### src/rtl/pt8211_pkg.sv
// rtl/pt8211_pkg.sv - shared types and frame geometry for the PT8211 link
package pt8211_pkg;

    localparam int FRAME_BITS = 32;
    localparam int SLOT_BITS  = 16;

    typedef enum logic [1:0] {
        IDLE  = 2'd0,
        RUN   = 2'd1,
        DRAIN = 2'd2
    } state_t;

    typedef struct packed {
        logic [SLOT_BITS-1:0] left;
        logic [SLOT_BITS-1:0] right;
    } frame_t;

endpackage

### src/rtl/pt8211_frame_fifo.sv
// rtl/pt8211_frame_fifo.sv - show-ahead stereo frame FIFO with level output
module pt8211_frame_fifo
    import pt8211_pkg::*;
#(
    parameter int DEPTH = 4
) (
    input  logic                   clk,
    input  logic                   rst,
    input  logic                   push_i,
    input  frame_t                 push_data_i,
    input  logic                   pop_i,
    output frame_t                 pop_data_o,
    output logic [$clog2(DEPTH):0] level_o,
    output logic                   full_o,
    output logic                   empty_o
);
    localparam int AW = $clog2(DEPTH);

    frame_t        mem_q [DEPTH];
    logic [AW-1:0] wr_ptr_q;
    logic [AW-1:0] rd_ptr_q;
    logic [AW:0]   level_q;
    logic          do_push;
    logic          do_pop;

    assign full_o     = (level_q == (AW+1)'(DEPTH));
    assign empty_o    = (level_q == '0);
    assign do_push    = push_i && !full_o;
    assign do_pop     = pop_i && !empty_o;
    assign pop_data_o = mem_q[rd_ptr_q];
    assign level_o    = level_q;

    always_ff @(posedge clk) begin
        if (do_push) begin
            mem_q[wr_ptr_q] <= push_data_i;
        end
    end

    // Pointers wrap naturally because DEPTH is a power of two.
    always_ff @(posedge clk or posedge rst) begin
        if (rst) begin
            wr_ptr_q <= '0;
            rd_ptr_q <= '0;
            level_q  <= '0;
        end else begin
            if (do_push) begin
                wr_ptr_q <= wr_ptr_q + 1'b1;
            end
            if (do_pop) begin
                rd_ptr_q <= rd_ptr_q + 1'b1;
            end
            case ({do_push, do_pop})
                2'b10:   level_q <= level_q + 1'b1;
                2'b01:   level_q <= level_q - 1'b1;
                default: level_q <= level_q;
            endcase
        end
    end

endmodule

### src/rtl/pt8211_frame_scheduler.sv
// rtl/pt8211_frame_scheduler.sv - buffers stereo frames and serialises them onto the PT8211 pins
module pt8211_frame_scheduler
    import pt8211_pkg::*;
#(
    parameter int CLK_DIV    = 4,
    parameter int FIFO_DEPTH = 4,
    parameter int DATA_W     = 16
) (
    input  logic                        clk,
    input  logic                        rst,
    input  logic                        enable,
    input  logic                        s_valid,
    output logic                        s_ready,
    input  logic [DATA_W-1:0]           s_left,
    input  logic [DATA_W-1:0]           s_right,
    input  logic                        underrun_clr,
    output logic                        bck,
    output logic                        ws,
    output logic                        din,
    output logic                        frame_tick,
    output logic                        underrun,
    output logic [$clog2(FIFO_DEPTH):0] fifo_level
);
    state_t                state_q;
    logic [7:0]            div_cnt_q;
    logic [4:0]            bit_cnt_q;
    logic [FRAME_BITS-1:0] shift_q;
    logic                  bck_q;
    logic                  ws_q;
    logic                  din_q;
    logic                  tick_q;
    logic                  underrun_q;

    frame_t                push_frame;
    frame_t                pop_frame;
    logic                  fifo_full;
    logic                  fifo_empty;
    logic                  fifo_push;
    logic                  fifo_pop;
    logic                  div_tc;
    logic                  bck_fall;
    logic                  frame_end;
    logic                  do_load;
    logic [FRAME_BITS-1:0] load_word;

    assign push_frame = '{left: s_left, right: s_right};
    assign fifo_push  = s_valid && !fifo_full;
    assign s_ready    = !fifo_full;

    assign div_tc    = (div_cnt_q == 8'(CLK_DIV - 1));
    assign bck_fall  = (state_q == RUN) && div_tc && bck_q;
    assign frame_end = bck_fall && (bit_cnt_q == 5'(FRAME_BITS - 1));
    assign do_load   = enable && ((state_q == IDLE) || frame_end);
    assign fifo_pop  = do_load && !fifo_empty;
    // An empty FIFO at load time sends silence rather than stalling the link.
    assign load_word = fifo_empty ? '0 : {pop_frame.left, pop_frame.right};

    pt8211_frame_fifo #(
        .DEPTH(FIFO_DEPTH)
    ) u_fifo (
        .clk        (clk),
        .rst        (rst),
        .push_i     (fifo_push),
        .push_data_i(push_frame),
        .pop_i      (fifo_pop),
        .pop_data_o (pop_frame),
        .level_o    (fifo_level),
        .full_o     (fifo_full),
        .empty_o    (fifo_empty)
    );

    always_ff @(posedge clk or posedge rst) begin
        if (rst) begin
            state_q    <= IDLE;
            div_cnt_q  <= '0;
            bit_cnt_q  <= '0;
            shift_q    <= '0;
            bck_q      <= 1'b0;
            ws_q       <= 1'b0;
            din_q      <= 1'b0;
            tick_q     <= 1'b0;
            underrun_q <= 1'b0;
        end else begin
            tick_q <= 1'b0;
            case (state_q)
                IDLE: begin
                    bck_q     <= 1'b0;
                    div_cnt_q <= '0;
                end
                RUN: begin
                    if (div_tc) begin
                        div_cnt_q <= '0;
                        bck_q     <= ~bck_q;
                        // Data and word select only move on the falling edge of bck.
                        if (bck_q) begin
                            if (frame_end) begin
                                if (!enable) begin
                                    state_q <= DRAIN;
                                end
                            end else begin
                                bit_cnt_q <= bit_cnt_q + 1'b1;
                                shift_q   <= shift_q << 1;
                                din_q     <= shift_q[FRAME_BITS-2];
                                if (bit_cnt_q == 5'(SLOT_BITS - 1)) begin
                                    ws_q <= 1'b0;
                                end
                            end
                        end
                    end else begin
                        div_cnt_q <= div_cnt_q + 1'b1;
                    end
                end
                DRAIN: begin
                    bck_q     <= 1'b0;
                    din_q     <= 1'b0;
                    ws_q      <= 1'b0;
                    div_cnt_q <= '0;
                    state_q   <= IDLE;
                end
                default: state_q <= IDLE;
            endcase

            // Loading overrides the per-state updates so back-to-back frames have no gap.
            if (do_load) begin
                shift_q   <= load_word;
                din_q     <= load_word[FRAME_BITS-1];
                ws_q      <= 1'b1;
                bck_q     <= 1'b0;
                bit_cnt_q <= '0;
                div_cnt_q <= '0;
                tick_q    <= 1'b1;
                state_q   <= RUN;
            end

            if (do_load && fifo_empty) begin
                underrun_q <= 1'b1;
            end else if (underrun_clr) begin
                underrun_q <= 1'b0;
            end
        end
    end

    assign bck        = bck_q;
    assign ws         = ws_q;
    assign din        = din_q;
    assign frame_tick = tick_q;
    assign underrun   = underrun_q;

endmodule

### config.mk
export PLATFORM = sky130hd
export DESIGN_NAME = pt8211_frame_scheduler
export DESIGN_NICKNAME = d
export VERILOG_FILES = /design/src/rtl/pt8211_pkg.sv /design/src/rtl/pt8211_frame_fifo.sv /design/src/rtl/pt8211_frame_scheduler.sv
export SDC_FILE = /design/constraint.sdc
export NUM_CORES = 1
export LEC_CHECK = 0
export CAP_MARGIN = 20
export CORE_ASPECT_RATIO = 0.6
export CORE_MARGIN = 2
export CORE_UTILIZATION = 45
export CTS_CLUSTER_SIZE = 16
export DETAILED_ROUTE_END_ITERATION = 12
export DONT_BUFFER_PORTS = 1
export SLEW_MARGIN = 20
export SYNTH_ARGS = -nofsm -noshare
export SYNTH_HDL_FRONTEND = slang
export SYNTH_SLANG_ARGS = --single-unit
### constraint.sdc
create_clock -name clk -period 6.7 [get_ports clk]
set_input_delay 1.34 -clock clk [delete_from_list [all_inputs] [get_ports clk]]
set_output_delay 1.34 -clock clk [all_outputs]
set_load 0.02 [all_outputs]
---- Word level (Yosys, flattened, before mapping) ----
Memory sizes are Yosys's and may differ from the RTL's.
Cells that the tools add are included.
storage, ports and cells
  bits in registers ....................... 58
  memory bits (writable) .................. 128
  bits of input ports ..................... 37
  output and inout port bits .............. 9
  memories kept ........................... 1
operators by class
  add/subtract/negate cells ............... 6
  eq/ne operators ......................... 16
  multiplexer cells ....................... 40
  bitwise operators ....................... 1
  reduce and logical (&&, ||, !) cells .... 27
memory list
  memory        depth  width  read ports  clocked after memory_dff  write ports  RTL line                 source
  u_fifo.mem_q  4      32     1           0                         1            pt8211_frame_fifo.sv:19  frame_t mem_q [DEPTH];
operators with widths
  operator               count
  $mux W31               5
  $mux W32               1
  $mux W5                5
  $mux W1                16
  $mux W8                2
  $pmux W8 S2            1
  $ne A3 B3 Y1 const B   5
  $mux W2                5
  $reduce_and A5 Y1      2
  $reduce_bool A2 Y1     5
  $logic_and A1 B1 Y1    9
  $add A8 B1 Y8 const B  1
  $eq A8 B2 Y1 const B   1
  $reduce_and A4 Y1      2
  $pmux W1 S2            3
  $pmux W3 S2            1
  $reduce_bool A3 Y1     2
  $add A5 B1 Y5 const B  1
  $eq A5 B4 Y1 const B   1
  $eq A5 B5 Y1 const B   1
  $add A2 B1 Y2 const B  2
  $eq A2 B1 Y1 const B   2
  $eq A2 B2 Y1 const B   2
  $pmux W2 S2            1
  13 further kinds       14

---- Longest topological paths before layout ----
  depth after elaboration ................. 10
  mapped depth ............................ 13
  depth with buffers taken out ............ 13

---- By module ----
A second synthesis with hierarchy kept.
second synthesis, totals
  cell total of the unflattened synthesis .. 454
  area total of the unflattened synthesis .. 7643.6 µm²
by module, submodules not included
  module                  instances  cells each  area an instance (µm²)  seq. area each (µm²)
  pt8211_frame_fifo       1          206         5094.9                  4018.9
  pt8211_frame_scheduler  1          248         2548.7                  1276.2

---- Least setup slack after synthesis ----
OpenSTA, ideal clock, no wires.
  path type ............................... input to register
  start ................................... input port enable
  end ..................................... register u_fifo.level_q[2], in the netlist u_fifo.level_o[2]
  library setup time ...................... 0.080 ns
  arrival time ............................ 2.946 ns
  data required time ...................... 6.620 ns
  setup slack ............................. 3.674 ns
  stages .................................. 10
  cells stage by stage .................... and4b_1 > a31oi_1 > inv_1 > and2_1 > ha_1 > inv_1 > fa_1 > xor2_1 > nor2_1 > xor2_1
between the ends
  longest elaborated chain between the ends .. 5
  elaborated cells between the ends (all ways) .. 7
  those cells by class .................... eq/ne: 2; mux: 1; reduce/logical: 4
RTL lines
  element                                                   RTL line                      source
  start: declaration                                        pt8211_frame_scheduler.sv:11  input logic enable,
  $logic_and A1 B1 Y1 *                                     pt8211_frame_scheduler.sv:53  assign do_load = enable && ((state_q == IDLE) || frame_end);
  $logic_and A1 B1 Y1 *                                     pt8211_frame_scheduler.sv:54  assign fifo_pop = do_load && !fifo_empty;
  $logic_and A1 B1 Y1 *                                     pt8211_frame_fifo.sv:29       assign do_pop = pop_i && !empty_o;
  named net u_fifo.do_pop                                   pt8211_frame_fifo.sv:24       logic do_pop;
  $eq A2 B1 Y1 / $eq A2 B2 Y1 (equally long branches)       pt8211_frame_fifo.sv:52       case ({do_push, do_pop})
  $pmux W3 S2 / $reduce_bool A2 Y1 (equally long branches)  n/a
  end signal: assignment                                    pt8211_frame_fifo.sv:53       2'b10: level_q <= level_q + 1'b1;
  end signal: assignment                                    pt8211_frame_fifo.sv:54       2'b01: level_q <= level_q - 1'b1;
  end signal: assignment                                    pt8211_frame_fifo.sv:55       default: level_q <= level_q;
  end: declaration                                          pt8211_frame_fifo.sv:22       logic [AW:0] level_q;
Mark *: on every way through the listed nets, which the timed path passes. The rest lies on a longest branch.
A chain may end at the register's enable or synchronous reset.

---- Worst setup path after layout ----
  start ................................... register div_cnt_q[0]
  end ..................................... register u_fifo.level_q[2], in the netlist u_fifo.level_o[2]
between the ends
  longest elaborated chain between the ends .. 10
  elaborated cells between the ends (all ways) .. 12
  those cells by class .................... eq/ne: 3; mux: 1; reduce/logical: 8
RTL lines
  element                                                   RTL line                       source
  start: declaration                                        pt8211_frame_scheduler.sv:25   logic [7:0] div_cnt_q;
  start signal: assignment                                  pt8211_frame_scheduler.sv:110  div_cnt_q <= div_cnt_q + 1'b1;
  $eq A8 B2 Y1 *                                            pt8211_frame_scheduler.sv:50   assign div_tc = (div_cnt_q == 8'(CLK_DIV - 1));
  $logic_and A1 B1 Y1 * (2 in series)                       pt8211_frame_scheduler.sv:51   assign bck_fall = (state_q == RUN) && div_tc && bck_q;
  $logic_and A1 B1 Y1 *                                     pt8211_frame_scheduler.sv:52   assign frame_end = bck_fall && (bit_cnt_q == 5'(FRAME_BITS - 1));
  $logic_or A1 B1 Y1 *                                      pt8211_frame_scheduler.sv:53
  $logic_and A1 B1 Y1 *                                     pt8211_frame_scheduler.sv:53
  $logic_and A1 B1 Y1 *                                     pt8211_frame_scheduler.sv:54
  $logic_and A1 B1 Y1 *                                     pt8211_frame_fifo.sv:29
  named net u_fifo.do_pop                                   pt8211_frame_fifo.sv:24
  $eq A2 B1 Y1 / $eq A2 B2 Y1 (equally long branches)       pt8211_frame_fifo.sv:52
  $pmux W3 S2 / $reduce_bool A2 Y1 (equally long branches)  n/a
Marks and branches as above.

==> impl_metrics.tcl <==
set metrics [dict create \
    syn_area_um2 7510 \
    cts.clk_slew.worst_paths_ns 0.08 \
    core_um2 16300 \
    leakagePower_nw 3.12 \
    diodes 0 \
    crit_path_end "u_fifo.level_o[2]" \
    timing.rr.end "u_fifo.level_o[2]" \
    drc 0 \
    ir_drop_v 0.000210 \
    syn_nets 491 \
    fmax_mhz 299 \
    ys_seq_elements 186 \
    setup_viol 0 \
    start_kind "flip-flop" \
    fin_setup_tns_ns 0 \
    yosysWarnings 0 \
    crit_path_start "div_cnt_q[0]" \
    antenna_found_initial 0 \
    required_ns 7.04 \
    hp-class "flip-flop to flip-flop" \
    clockBufferDepth 2 \
    syn_area_per_cell_um2 16.9 \
    gp_congestion 0.764 \
    critPathMaxFanout 69 \
    ant_nets 0 \
    cts_resized 0 \
    syn_inst 444 \
    fin_skew_ns 0.0150 \
    worstMarginPinSlew_ns 0.784 \
    die_y_um 104 \
    end_kind "flip-flop" \
    rsz0062_at_grt "false" \
    io_pins 46 \
    io_buffer_count 0 \
    r2r_setup_slack_ns 3.35 \
    power_mw 3.36 \
    track_usage_pct 16.5 \
    finalCriticalPeriod_ns 3.35 \
    post_cts_buffers 0 \
    r2r_cells 12 \
    nets 495 \
    syn_to_final_growth_pct 11.0 \
    die_w_um 171 \
    grt_pass1_vias 3819 \
    final_util_pct 51.2 \
    synth_area_leaders "edfxtp_1, dfrtp_1, mux4_2" \
    tritoncts "built" \
    initial_utilization_pct 46.2 \
    synth_top_area_share_pct 51.2 \
    hold_path_depth 1 \
    worstReg2RegStart "div_cnt_q[0]" \
    cts-htree-levels 4 \
    drtIter0Drc 291 \
    setup_ws_ns 3.35 \
    place_ws_ns 2.99 \
    status "finished clean" \
    maxCapViolCount 0 \
    clock-root-buffer "clkbuf_16" \
    synth.distinct_cells 39 \
    fillers 1328 \
    power_density_nw_per_um2 404 \
    path_class "flip-flop to flip-flop" \
    slew_headroom_pct 47.7 \
    cts_hold_buf 0 \
    drt-pass1-iter-count 4 \
    hold_viol_final 0 \
    grt_pass1_wl_um 21800 \
    grt_max_degree 70 \
    overflow 0 \
    hpwl_um 8100 \
    num_vias 3728 \
    drive_gt1_share_pct 18.2 \
    drv_slew 0 \
    routedWlPerCell_um 19.7 \
    cts.sinks 186 \
    clk_latency_ns 0.42 \
    dieArea_um2 17800 \
    avgViaCountPerCell 5.41 \
    cp.arrival_ns 3.69 \
    yosysSeqAreaShare_pct 70.5 \
    finalCritPeriodShare_pct 50.0 \
    rows 36 \
    wirelength_um 13500 \
    numCtsBuffers 17 \
    yosys.area.top_type "edfxtp_1" \
]
critical path, stage by stage, from the launching register on:
cell and delay, ns:
dfrtp_1 0.41, ha_1 0.21, nor3b_2 0.43, a31oi_1 0.28, inv_2 0.09, buf_4 0.49
and2_1 0.29, ha_1 0.20, inv_1 0.06, fa_1 0.37, xor2_1 0.15, nor2_1 0.11
xor2_1 0.14
synth_stat cells, drive strengths merged:
cell,number
or2,1
a21oi,6
a31oi,1
mux4,32
nor3b,2
mux2,2
o221ai,1
a211oi,3
edfxtp,128
mux2i,35
nand4,3
dfrtp,58
nor3,1
o22ai,1
o2bb2ai,1
and3,6
and4bb,1
nor2,11
or3,3
a22o,4
nand2,7
a21o,2
nand2b,2
nor2b,1
o21ai,31
nor4,1
nand3,39
inv,12
and2,3
and4b,1
clkbuf,10
fa,1
ha,9
xor2,7
buf,15
xnor2,3
cell type report:
cell class                      count  area, um2  area share, %
Clock buffer                       18        439           5.27
Inverter                           12       45.0          0.541
Clock inverter                     14        131           1.58
Multi-Input combinational cell    221       2060           24.7
Timing Repair Buffer               10       75.1          0.901
Tap cell                          228        285           3.42
Sequential cell                   186       5300           63.6
report_power, final:
group / switching, mW / leakage [nW] / internal, mW
clock network: 0.452 / 0.276 / 0.501
logic: 0.370 / 0.960 / 0.306
registers: 0.180 / 1.89 / 1.55
total: 1.00 / 3.12 / 2.36
layout by cell type, fill, tap and decap left out, drive strengths merged, types with 2 or more instances in the layout:
cell type  Yosys  routed
a211oi         3       3
a21o           2       2
a21oi          6       6
a22o           4       4
and2           3       3
and3           6       6
buf           15      10
clkbuf        10      18
clkinv         0       5
clkinvlp       0       2
dfrtp         58      58
edfxtp       128     128
ha             9       9
inv           12      19
mux2           2       2
mux2i         35      35
mux4          32      32
nand2          7       7
nand2b         2       2
nand3         39      39
nand4          3       3
nor2          11      11
nor3b          2       2
o21ai         31      31
or3            3       3
xnor2          3       3
xor2           7       7
worst min-delay path by stage:
| stage | from | endpoint | slack, ns |
|---|---|---|---|
| after floorplan | shift_q[0] | shift_q[0] | 0.47 |
| after global placement | div_cnt_q[7] | div_cnt_q[7] | 0.52 |
| after detailed placement | shift_q[0] | shift_q[0] | 0.52 |
| after CTS | div_cnt_q[7] | div_cnt_q[7] | 0.54 |
| after global routing | div_cnt_q[7] | div_cnt_q[7] | 0.56 |
| final | div_cnt_q[7] | div_cnt_q[7] | 0.54 |
metrics by stage:
| stage | cells | hold slack (ns) | cell area, um2 |
|---|---|---|---|
| after floorplan | 444 | 0.466 | 7510 |
| after global routing | 689 | 0.562 | 8330 |
| after detailed placement | 657 | 0.519 | 7760 |
| after global placement | 657 | 0.518 | 7760 |
| final | 689 | 0.536 | 8330 |
| after CTS | 689 | 0.539 | 8330 |
sequential cells by signal (all words and copies together) (netlist names):
| signal | flops |
|---|---|
| bck | 1 |
| bit_cnt_q | 5 |
| din | 1 |
| div_cnt_q | 8 |
| frame_tick | 1 |
| shift_q | 31 |
| state_q | 2 |
| u_fifo.level_o | 3 |
| u_fifo.mem_q | 128 |
| u_fifo.rd_ptr_q | 2 |
| u_fifo.wr_ptr_q | 2 |
| underrun | 1 |
| ws | 1 |
logic make-up after synthesis:
family | synth area share, %
multiplexers | 14.6
XOR/XNOR | 1.17
adder cells (fa/ha/maj) | 1.77
AND/OR/NAND/NOR | 6.00
buffers and inverters | 2.13
flip-flops | 70.5
AO/OA/AOI/OAI | 3.83
metal layers:
layer / GRT usage (%) / up-vias / share of wire (%)
met5: 0 / - / 0
met4: 4.58 / 0 / 0.97
met3: 5.10 / 10 / 7.3
met2: 24.1 / 70 / 44
met1: 24.0 / 1925 / 47
li1: - / 1723 / -
Note: power is estimated with default switching activity, not from simulation.
